===== config.mk =====
export PLATFORM = sky130hd
export DESIGN_NAME = axis2fifo_packer
export DESIGN_NICKNAME = d
export VERILOG_FILES = /design/src/rtl/axis2fifo_packer.sv
export SDC_FILE = /design/constraint.sdc
export NUM_CORES = 1
export LEC_CHECK = 0
export CORE_MARGIN = 1.5
export CORE_UTILIZATION = 50
export DETAILED_ROUTE_END_ITERATION = 10
export GPL_TIMING_DRIVEN = 0
export PLACE_DENSITY = 0.77
export SKIP_LAST_GASP = 1
export SLEW_MARGIN = 40
export SYNTH_ARGS = -nofsm -noshare
export SYNTH_HDL_FRONTEND = slang
export SYNTH_SLANG_ARGS = --single-unit

===== constraint.sdc =====
create_clock -name clk -period 2.9 [get_ports clk]
set_input_delay 0.58 -clock clk [delete_from_list [all_inputs] [get_ports clk]]
set_output_delay 0.58 -clock clk [all_outputs]
set_load 0.01 [all_outputs]

===== src/rtl/axis2fifo_packer.sv =====
// Packs RATIO narrow AXI-stream beats into one wide word and writes it to a downstream FIFO
// through a two-entry output queue; a flush pulse emits the current partial word zero-padded.
module axis2fifo_packer #(
    parameter int IDSIZE = 1,
    parameter int RATIO  = 4
) (
    input  logic                       clk,
    input  logic                       rst,
    input  logic                       itvalid,
    output logic                       itready,
    input  logic [IDSIZE*8-1:0]        itdata,
    input  logic                       i_flush,
    input  logic                       i_full,
    output logic                       o_wen,
    output logic [IDSIZE*RATIO*8-1:0]  o_wdata,
    output logic                       flush_busy,
    output logic [15:0]                o_words
);

    // state       | meaning
    // S_ACC       | accumulating beats, flush requests accepted
    // S_FLUSH_WAIT| partial word held until the output queue has room
    typedef enum logic {S_ACC, S_FLUSH_WAIT} state_t;

    localparam int BW = IDSIZE * 8;
    localparam int OW = BW * RATIO;
    localparam int IW = (RATIO > 1) ? $clog2(RATIO) : 1;
    localparam logic [IW-1:0] LAST = IW'(RATIO - 1);

    state_t          state, state_nxt;
    logic [IW-1:0]   idx, idx_nxt;
    logic [OW-1:0]   acc, acc_nxt, acc_new;
    logic [OW-1:0]   q0, q1, push_data;
    logic [1:0]      qcount;
    logic            accept, pop, push, space, complete;

    assign itready    = ~rst & (state == S_ACC) & ((idx != LAST) | (qcount != 2'd2));
    assign o_wen      = ~rst & (qcount != 2'd0) & ~i_full;
    assign o_wdata    = q0;
    assign flush_busy = (state == S_FLUSH_WAIT);

    assign accept   = itvalid & itready;
    assign pop      = o_wen;
    assign space    = (qcount != 2'd2) | pop;
    assign complete = accept & (idx == LAST);

    always_comb begin
        acc_new = acc;
        if (accept) begin
            for (int l = 0; l < RATIO; l++) begin
                if (idx == IW'(l)) acc_new[l*BW +: BW] = itdata;
            end
        end
    end

    always_comb begin
        state_nxt = state;
        idx_nxt   = idx;
        acc_nxt   = acc;
        push      = 1'b0;
        push_data = acc_new;
        case (state)
            S_ACC: begin
                if (complete) begin
                    push    = 1'b1;
                    idx_nxt = '0;
                    acc_nxt = '0;
                end else if (accept) begin
                    idx_nxt = idx + IW'(1);
                    acc_nxt = acc_new;
                end
                // a flush that coincides with the completing beat adds no extra word
                if (i_flush && !complete && (accept || idx != '0)) begin
                    if (space) begin
                        push    = 1'b1;
                        idx_nxt = '0;
                        acc_nxt = '0;
                    end else begin
                        state_nxt = S_FLUSH_WAIT;
                    end
                end
            end
            S_FLUSH_WAIT: begin
                if (space) begin
                    push      = 1'b1;
                    push_data = acc;
                    idx_nxt   = '0;
                    acc_nxt   = '0;
                    state_nxt = S_ACC;
                end
            end
            default: state_nxt = S_ACC;
        endcase
    end

    always_ff @(posedge clk) begin
        if (rst) begin
            state <= S_ACC;
            idx   <= '0;
            acc   <= '0;
        end else begin
            state <= state_nxt;
            idx   <= idx_nxt;
            acc   <= acc_nxt;
        end
    end

    always_ff @(posedge clk) begin
        if (rst) begin
            q0     <= '0;
            q1     <= '0;
            qcount <= 2'd0;
        end else begin
            case ({push, pop})
                2'b01: begin
                    q0     <= q1;
                    qcount <= qcount - 2'd1;
                end
                2'b10: begin
                    if (qcount == 2'd0) q0 <= push_data;
                    else                q1 <= push_data;
                    qcount <= qcount + 2'd1;
                end
                2'b11: begin
                    if (qcount == 2'd1) begin
                        q0 <= push_data;
                    end else begin
                        q0 <= q1;
                        q1 <= push_data;
                    end
                end
                default: ;
            endcase
        end
    end

    always_ff @(posedge clk) begin
        if (rst)        o_words <= 16'd0;
        else if (o_wen) o_words <= o_words + 16'd1;
    end

endmodule


==> reports/summary.md <==
Setup path
* 0.43 ns — delay contributed by the slowest stage of the critical path
* 3.29 ns — required time reported for the critical path endpoint
* flop — crit end category
* sky130_fd_sc_hd__or3_4 — slowest cell on the critical path
* 5 — total buffers and inverters traversed by the critical path
* sky130_fd_sc_hd__buf_4 — most common cell type on the critical path
* flop — critical path launch point type
* buffers and inverters — category of cells accounting for the largest share of critical-path delay
* inv_1 > ha_2 > or3_4 > and2_4 > o21ai_4 > ha_4 > buf_4 > a21oi_4 > buf_12 > buf_4 > clkbuf_2 > a2111oi_1 — cell breakdown of the critical path
* flop to flop — Worst Path Class, Setup
* 3.25 ns — Critical Path AT
* 10 — crit path max fanout

Clock network
* 4 — number of levels the H-tree was split into
* 0.06 ns — CTS clk-pin slew, worst paths
* yes — CTS tree
* 0 — hold bufs inserted after CTS
* sky130_fd_sc_hd__clkbuf_8 — clock root cell
* 117 — CTS Sinks
* 2 — CTS max path bufs
* 0.51 ns — Clock Latency Late Sink
* 17 — total CTS buffers

Place
* 63 — input/output buffers
* 774 — number of cells after detailed placement
* 0.913 — global placement routability congestion
* 9790 um — half-perimeter wire length of the detailed placement result

Global route
* 23700 um — wire length of the first global-routing pass
* 27.0% — combined global-route utilization of all metal layers
* 4842 — vias in the first global route
* 17 — maximum number of pins on one net before global-route repair
* 0 — Remaining Overflow, GRT
* 0 — initial antenna violation count

Timing
* 0 — final count of hold timing violations
* 0.00762 ns — skew final
* 0.466 ns — hold slack
* 2.86 ns — shortest period the worst path allows
* 98.7% — period utilization
* 0.805 ns — slew at the pin closest to its max-slew limit
* yes — setup repair after global routing missed its margin
* 0 — number of setup violations in the final report
* 46.0% — Rel. slew slack
* 350 MHz — top achievable clock speed
* 0 — count of pins over their slew limit

Synth
* 7.06% — proportion of synthesized area in mux cells
* 117 — flops & latches, synth
* 2.00% — parity-gate share of the synthesized area counting xor and xnor cells
* 44.6% — portion of the post-synthesis area used by sequential elements
* 44.6% — share of the synthesized area in the top cell type
* 20.8% — complex-gate fraction of the synthesized area
* compound AO/OA/AOI/OAI gates — dominant combinational cell family by area after synthesis
* 0% — async set-or-reset flop fraction in the synthesized netlist
* sky130_fd_sc_hd__dfxtp_1 — cell with the most instances after synthesis
* 9.13 um2 — post-synthesis average cell area
* 117 x sky130_fd_sc_hd__dfxtp_1, 114 x sky130_fd_sc_hd__nor2_1, 41 x sky130_fd_sc_hd__nand2_1, 33 x sky130_fd_sc_hd__clkbuf_1 — Commonest cells post-synth
* 0 — Ys Warns
* 0 — number of enable flip-flop cells after synthesis
* sky130_fd_sc_hd__dfxtp_1 — cell taking the most area after synthesis
* 575 — instance count of the mapped netlist
* 18.9% — basic-gate share of the synthesized area counting and, or, nand and nor cells
* sky130_fd_sc_hd__dfxtp_1 — most common flop cell mapped by yosys
* 600 — Post-Synthesis Net Count
* 5250 um2 — post-synthesis instance area
* 48 — post-synth cell types
* 2.86% — area share of fa/ha/maj cells after synthesis
* sky130_fd_sc_hd__dfxtp_1 45%, sky130_fd_sc_hd__nor2_1 8.2%, sky130_fd_sc_hd__mux2_2 6.9%, sky130_fd_sc_hd__a2111oi_0 5.3%, sky130_fd_sc_hd__a221oi_1 5.3% — most area-consuming cells after synthesis

Power
* 0.395 mV — largest vdd supply drop
* 32.2% — net switching share of the total power
* 35.9% — power share of the clock group
* 3.83 mW — Internal Pwr Total
* 2.65 nW — leakage power
* 816 nW/um2 — Cell Pwr Density
* 29.2% — Logic pwr share
* 1.82 mW — switching component of the power
* 34.9% — sequential share of power

Floorplanning
* 10200 um2 — Core Area
* 11100 um2 — Die ar.
* 64 — number of placed I/O pins
* 51.3% — Initial Util
* 37 — Std-Cell Rows
* 105 um — height of the die
* 105 um — Die Wd

Route
* 6.11 — via-per-instance ratio
* 15200 um — Routed WL
* 0 — Post-route DRC
* 4962 — Vias
* 0 — number of antenna-violating nets in the routed design
* 6 — length of the first detailed-routing pass in iterations
* 18.7 um — wire per inst
* 373 — number of violations reported at the end of detailed-routing iteration 0

Finish
* 688 — Final #Nets
* 67.8% — final core utilization
* 32.1% — layout-stage area growth over the synthesis result
* 812 — post-route non-filler standard cell count
* 760 — count of fill cells added during filler insertion
* 20.3% — share of layout cells above drive strength 1
* 0 — count of inserted antenna diode cells

Min path
* flop to flop — worst hold path class

Flow run
* 0 — Max Cap Viol

Outcome
* finished, final reports clean — status

cells by family (layout without fill, tap and decap cells):
logic type | Yosys count | after routing
XOR/XNOR | 12 | 12
flip-flops | 117 | 117
adder cells (fa/ha/maj) | 12 | 12
AND/OR/NAND/NOR | 219 | 219
AO/OA/AOI/OAI | 131 | 131
multiplexers | 33 | 33
buffers and inverters | 51 | 152
routing by layer:
metal / global-route usage [%] / wire length [um] / up-vias
li1: - / - / 2277
met1: 34.0 / 6210 / 2410
met3: 5.69 / 1090 / 46
met4: 13.2 / 505 / 0
met2: 43.8 / 7370 / 229
met5: 0 / 0 / -
metrics by stage:
| stage | cell area, um2 | setup WS [ns] | power [mW] | TNS, ns |
|---|---|---|---|---|
| after floorplan | 5260 | 0.00251 | 2.82 | 0 |
| after global placement | 6060 | -1.22 | 3.32 | -70.26 |
| after detailed placement | 6060 | -1.33 | 3.37 | -75.23 |
| after CTS | 6790 | -0.0319 | 5.48 | -0.181 |
| after global routing | 6930 | -0.0958 | 5.87 | -0.729 |
| final | 6930 | 0.0390 | 5.66 | 0 |
flip-flops by register name, summed over array words and instances, names as in the netlist:
register	count
qcount	2
flush_busy	1
acc	32
o_wdata	32
q1	32
o_words	16
idx	2
area by class of cell:
class,instances,area [um2],share of cell area [%]
Clock inverter,12,130,1.88
Tap cell,136,170,2.45
Clock buffer,20,445,6.42
Inverter,12,47.5,0.686
Multi-Input combinational cell,407,2850,41.1
Sequential cell,117,2340,33.8
Timing Repair Buffer,72,709,10.2
Buffer,36,238,3.43
worst register-to-register path: cells and delay by family, from the launching register on:
kind,cells,cell delay (ns)
buf+inv,5,0.68
compound gates,3,0.66
simple gates,2,0.62
fa+ha+maj,2,0.41
flops,1,0.36
what timing repair did:
action	in CTS	in global routing
setup buffers	5	4
pin swaps	7	9
setup endpoints to repair	66	64
resized for setup	59	44
placed cells by master (no fill, tap or decap), types with 6 or more instances in the layout:
cell type,n
sky130_fd_sc_hd__clkbuf_2,6
sky130_fd_sc_hd__buf_4,9
sky130_fd_sc_hd__mux2_2,32
sky130_fd_sc_hd__nor2_1,113
sky130_fd_sc_hd__clkbuf_1,9
sky130_fd_sc_hd__ha_1,8
sky130_fd_sc_hd__a2111oi_1,22
sky130_fd_sc_hd__xnor2_1,7
sky130_fd_sc_hd__clkdlybuf4s50_1,62
sky130_fd_sc_hd__buf_2,6
sky130_fd_sc_hd__clkbuf_4,10
sky130_fd_sc_hd__and2_1,13
sky130_fd_sc_hd__nor3_1,20
sky130_fd_sc_hd__a2111oi_0,6
sky130_fd_sc_hd__a221oi_1,32
sky130_fd_sc_hd__dfxtp_1,115
sky130_fd_sc_hd__clkbuf_16,16
sky130_fd_sc_hd__inv_1,11
sky130_fd_sc_hd__nand2_1,40
sky130_fd_sc_hd__a22o_1,24
sky130_fd_sc_hd__a21oi_1,22
power by group through the flow:
stage / combinational [mW] / clock, mW / sequential (mW)
after floorplan: 0.779 / 0 / 2.04
after global placement: 1.33 / 0 / 1.99
after detailed placement: 1.37 / 0 / 2.00
after CTS: 1.49 / 2.02 / 1.97
after global routing: 1.77 / 2.10 / 2.00
final: 1.65 / 2.03 / 1.98
path summary, 6_finish.rpt:
path | endpoint | start | slack (ns) | depth (start not counted)
hold / removal | acc[31] | acc[31] | 0.47 | 1
setup / recovery | o_wdata[19] | qcount[0] | 0.04 | 12
hold reg to reg | acc[31] | acc[31] | 0.47 | 1
setup reg to reg | o_wdata[19] | qcount[0] | 0.04 | 12
No activity file was read; power rests on OpenSTA's default activity.
